<file path="src/rtl/mulq64_pkg.sv">
// mulq64_pkg: shared widths, iteration count and FSM state encoding for mulq64.
package mulq64_pkg;
    localparam int A_W    = 64;
    localparam int B_W    = 32;
    localparam int C_W    = 32;
    localparam int ACC_W  = 96;
    localparam int N_ITER = 32;
    localparam int CNT_W  = $clog2(N_ITER);

    typedef enum logic [1:0] {
        IDLE,
        LOAD,
        RUN,
        FIX
    } state_t;
endpackage

</file>
<file path="src/rtl/mulq64_signmag.sv">
// mulq64_signmag: combinational two's-complement conditional negate of a W-bit value.
module mulq64_signmag #(
    parameter int W = 64
) (
    input  logic [W-1:0] a,
    input  logic         neg,
    output logic [W-1:0] y
);
    always_comb y = neg ? ~a + W'(1) : a;
endmodule

</file>
<file path="src/rtl/mulq64.sv">
// mulq64: sequential P = +/-(|A|*B + C), one radix-2 shift-add step per clock, Start/Done handshake.
// Define MULQ64_ADDEND_EN to add the iAddend port; otherwise C is 0.
module mulq64
    import mulq64_pkg::*;
(
    input  logic             CLK,
    input  logic             RST_N,
    input  logic             Start,
    input  logic [A_W-1:0]   iMultiplicand,
    input  logic [B_W-1:0]   iMultiplier,
`ifdef MULQ64_ADDEND_EN
    input  logic [C_W-1:0]   iAddend,
`endif
    output logic [A_W-1:0]   Product,
    output logic             Overflow,
    output logic             Busy,
    output logic             Done
);
    state_t             state, state_nxt;
    logic [A_W-1:0]     a_r, mag;
    logic [B_W-1:0]     b_r, mplier;
    logic [C_W-1:0]     c_r, c_in;
    logic               sign;
    logic [ACC_W-1:0]   acc, mcand;
    logic [CNT_W-1:0]   cnt;
    logic [ACC_W:0]     sum, res;

`ifdef MULQ64_ADDEND_EN
    assign c_in = iAddend;
`else
    assign c_in = '0;
`endif

    mulq64_signmag #(.W(A_W)) u_mag (
        .a   (a_r),
        .neg (a_r[A_W-1]),
        .y   (mag)
    );

    assign sum = {1'b0, acc} + (ACC_W+1)'(c_r);

    mulq64_signmag #(.W(ACC_W+1)) u_res (
        .a   (sum),
        .neg (sign),
        .y   (res)
    );

    always_ff @(posedge CLK) begin
        if (!RST_N)
            state <= IDLE;
        else
            state <= state_nxt;
    end

    always_comb begin
        state_nxt = state;
        case (state)
            IDLE:    state_nxt = Start ? LOAD : IDLE;
            LOAD:    state_nxt = RUN;
            RUN:     state_nxt = (cnt == CNT_W'(N_ITER-1)) ? FIX : RUN;
            default: state_nxt = IDLE;
        endcase
    end

    always_comb Busy = (state != IDLE);

    always_ff @(posedge CLK) begin
        if (!RST_N) begin
            a_r      <= '0;
            b_r      <= '0;
            c_r      <= '0;
            sign     <= 1'b0;
            acc      <= '0;
            mcand    <= '0;
            mplier   <= '0;
            cnt      <= '0;
            Product  <= '0;
            Overflow <= 1'b0;
            Done     <= 1'b0;
        end else begin
            if (state == IDLE && Start) begin
                a_r <= iMultiplicand;
                b_r <= iMultiplier;
                c_r <= c_in;
            end
            if (state == LOAD) begin
                sign   <= a_r[A_W-1];
                acc    <= '0;
                mcand  <= ACC_W'(mag);
                mplier <= b_r;
                cnt    <= '0;
            end
            if (state == RUN) begin
                if (mplier[0])
                    acc <= acc + mcand;
                mcand  <= mcand << 1;
                mplier <= mplier >> 1;
                cnt    <= cnt + CNT_W'(1);
            end
            // Overflow when the bits above the sign position disagree with it
            if (state == FIX) begin
                Product  <= res[A_W-1:0];
                Overflow <= ~((&res[ACC_W:A_W-1]) | ~(|res[ACC_W:A_W-1]));
            end
            Done <= (state == FIX);
        end
    end
endmodule

</file>
<file path="config.mk">
export PLATFORM = sky130hd
export DESIGN_NAME = mulq64
export DESIGN_NICKNAME = d
export VERILOG_FILES = /design/src/rtl/mulq64_pkg.sv /design/src/rtl/mulq64_signmag.sv /design/src/rtl/mulq64.sv
export SDC_FILE = /design/constraint.sdc
export NUM_CORES = 1
export LEC_CHECK = 0
export CORE_MARGIN = 3
export CORE_UTILIZATION = 45
export CTS_CLUSTER_DIAMETER = 200
export DETAILED_ROUTE_END_ITERATION = 6
export SETUP_SLACK_MARGIN = 0.3
export SLEW_MARGIN = 20
export SYNTH_ARGS = -nofsm -noshare
export SYNTH_HDL_FRONTEND = slang
export SYNTH_SLANG_ARGS = --single-unit
</file>
<file path="constraint.sdc">
create_clock -name CLK -period 10.44 [get_ports CLK]
set_input_delay 1.044 -clock CLK [delete_from_list [all_inputs] [get_ports CLK]]
set_output_delay 1.044 -clock CLK [all_outputs]
set_load 0.005 [all_outputs]
</file>
==> impl_metrics.env <==
export IMPL_status="finished clean"
export IMPL_ctsResizeCount=0
export IMPL_dr_pass1_iters=6
export IMPL_grt_pass1_wl_mm=121
export IMPL_htree_levels=2
export IMPL_worst_slack_ns=5.82
export IMPL_crit_family="compound AO/OA/AOI/OAI gates"
export IMPL_fin_crit_sh=0.443
export IMPL_synth_common_cells="nand2_1 (540), dfxtp_1 (394), o21ai_0 (285)"
export IMPL_synth_top_area_share=0.317
export IMPL_postRouteWirelength_mm=76.9
export IMPL_skew_ns=0.0240
export IMPL_fp_coreArea_um2=54200
export IMPL_path_max_fanout=5
export IMPL_wl_per_cell_um=19.5
export IMPL_drt_initial_drc_count=1851
export IMPL_numPortBuffers=165
export IMPL_place_congestion=0.955
export IMPL_track_usage=0.258
export IMPL_dp_cells=3864
export IMPL_yosysUniqueCellTypes=74
export IMPL_grt_pass1_vias=21399
export IMPL_drt_drc_violations_left=0
export IMPL_hp_class="reg -> reg"
export IMPL_syn_avg_cell_area_um2=7.79
export IMPL_synth_top_area_cell="dfxtp_1"
export IMPL_synth_edff_count=0
export IMPL_routed_via_density=5.88
export IMPL_ys_warn_count=0
export IMPL_layout_cells_non_filler=3951
export IMPL_rows=85
export IMPL_dieHeight_um=241
export IMPL_finalSetupViolCount=0
export IMPL_grt_ovfl_total=0
export IMPL_numCtsBuffers=47
export IMPL_post_route_min_period_ns=4.62
export IMPL_worstPathCellList="ha_1 > inv_1 > fa_1 > nand2b_1 > a211oi_1 > o21a_1 > or3b_2 > a41oi_1 > o31ai_1 > a21oi_1 > o211a_1 > o31ai_1 > mux2i_1 > nand3_1"
export IMPL_drive_above_1_share=0.0415
export IMPL_dieArea_um2=58200
export IMPL_tightest_slew_ns=1.15
export IMPL_grt_antenna_before_repair=4
export IMPL_clk_pin_slew_ns=0.06
export IMPL_grt_max_degree=107
export IMPL_max_freq_mhz=216
export IMPL_postCtsSetupRepairBufs=0
export IMPL_synth_flop_cell="dfxtp_1"
export IMPL_vdd_drop_max_v=0.000137
export IMPL_total_power_mw=3.88
export IMPL_cp_data_required_time_ns=10.91
export IMPL_syn_area_um2=24900
export IMPL_cp_start_kind="flop"
export IMPL_cp_end_kind="flop"
export IMPL_p_leak_nw=11.5
export IMPL_synth_most_common_cell="nand2_1"
export IMPL_ios=166
export IMPL_path_class="reg -> reg"
export IMPL_pre_cts_slack_ns=5.88
export IMPL_cts_hold_buf=0
export IMPL_cp_depth=14
export IMPL_hpwl_mm=57.3
export IMPL_rr_worst_depth=14
export IMPL_min_path_cells=2
export IMPL_postRouteAntennaNets=0
export IMPL_yosysSeqAreaShare=0.317
export IMPL_via_count=23218
export IMPL_initial_core_util=0.459
export IMPL_cts_sinks=394
export IMPL_cts_root_buffer="clkbuf_16"
export IMPL_clkLatencyLatePin_ns=0.60
export IMPL_cap_violations=0
export IMPL_rrSetupSlack_ns=5.82
export IMPL_syn_inst=3196
export IMPL_clk_path_buf_depth=3
export IMPL_finish_instance_area_um2=28500
export IMPL_post_dp_cell_area_um2=26800
export IMPL_arrival_ns=5.09
export IMPL_cts_tree="yes"
export IMPL_finalHoldViolations=0
export IMPL_crit_path_frequent_cell="o31ai_1"
export IMPL_relSlewSlack=0.235
export IMPL_synthArstFlopShare=0
export IMPL_die_w_um=241
export IMPL_slew_violations=0
export IMPL_num_antenna_cells=0
export IMPL_synth_fp_nets=3399
export IMPL_power_density_nw_per_um2=136
export IMPL_area_growth_pct=14.4
export IMPL_final_setup_tns_ns=0
export IMPL_nets=3420
export IMPL_slowest_delay_ns=0.78
export IMPL_synth_area_top_cells="dfxtp_1 (32%), nand2_1 (8.1%), o21ai_0 (5.7%)"
export IMPL_synth_seq_cells=394
export IMPL_critPathBufInv=1
export IMPL_crit_slowest_cell="o31ai_1"
export IMPL_rsz0062_at_grt="false"
worst register-to-register path, delay by kind of cell (launching register included):
| kind | cells | cell delay, ns |
|---|---|---|
| compound gates | 7 | 2.73 |
| fa+ha+maj | 2 | 0.60 |
| simple gates | 3 | 0.46 |
| flops | 1 | 0.40 |
| mux | 1 | 0.24 |
| buf+inv | 1 | 0.07 |
state kept, by name, indices dropped and copies added, names as in the netlist:
signal / cells
Done: 1
Overflow: 1
Product: 64
a_r: 64
acc: 96
b_r: 32
cnt: 5
mcand: 96
mplier: 32
sign: 1
state: 2
stage by stage:
stage,utilization,hold WS [ns]
6_report,0.525,0.463
5_1_grt,0.525,0.488
4_1_cts,0.525,0.466
3_5_place_dp,0.495,0.459
3_3_place_gp,0.495,0.453
2_1_floorplan,-,0.443
worst paths after layout:
| path | startpoint | to |
|---|---|---|
| max reg2reg | acc[0] | acc[90] |
| min | b_r[19] | b_r[19] |
| max | acc[0] | acc[90] |
| min reg2reg | b_r[19] | b_r[19] |
kinds of logic (layout without fill, tap and decap cells):
logic type,after synthesis,after routing,share of synthesized area
simple gates,1160,1160,0.228
compound gates,955,955,0.256
flops,394,394,0.317
mux,43,43,0.0173
fa+ha+maj,104,104,0.0526
xor+xnor,238,238,0.0838
buf+inv,302,361,0.0457
report_power, final:
group | internal (mW) | total (mW) | switching [mW]
combinational | 0.205 | 0.510 | 0.304
clock | 1.05 | 1.73 | 0.677
sequential | 1.58 | 1.64 | 0.0655
total | 2.83 | 3.88 | 1.05
layer usage:
| metal | GRT usage | routed length (µm) | share of wire |
|---|---|---|---|
| met2 | 0.374 | 31100 | 0.40 |
| met4 | 0.0605 | 1550 | 0.020 |
| met1 | 0.394 | 38500 | 0.50 |
| met3 | 0.0491 | 5750 | 0.075 |
| met5 | 0 | 0 | 0 |
layout by cell type (no fill, tap or decap), drive strengths merged, types with 48 or more instances in the layout:
| master | synthesis | final |
|---|---|---|
| nand2 | 540 | 540 |
| dfxtp | 394 | 394 |
| o21ai | 295 | 295 |
| clkdlybuf4s50 | 0 | 164 |
| a21oi | 159 | 159 |
| xor2 | 150 | 150 |
| a21boi | 144 | 144 |
| nand3 | 119 | 119 |
| ha | 103 | 103 |
| o211a | 101 | 101 |
| nor2 | 92 | 92 |
| xnor2 | 88 | 88 |
| inv | 86 | 87 |
| clkbuf | 193 | 70 |
| o31ai | 58 | 58 |
| nand2b | 53 | 53 |
| nor3 | 53 | 53 |
| and2 | 53 | 53 |
| nand3b | 48 | 48 |
area by class of cell:
cell class | count | area (µm²)
timing repair buffer | 188 | 1830
sequential | 394 | 7890
tap | 696 | 871
fill | 5232 | 25800
clock buffer | 69 | 1350
multi-input combinational | 2500 | 15900
inverter | 86 | 323
clock inverter | 18 | 289
Power figures use the tool's default switching activity.
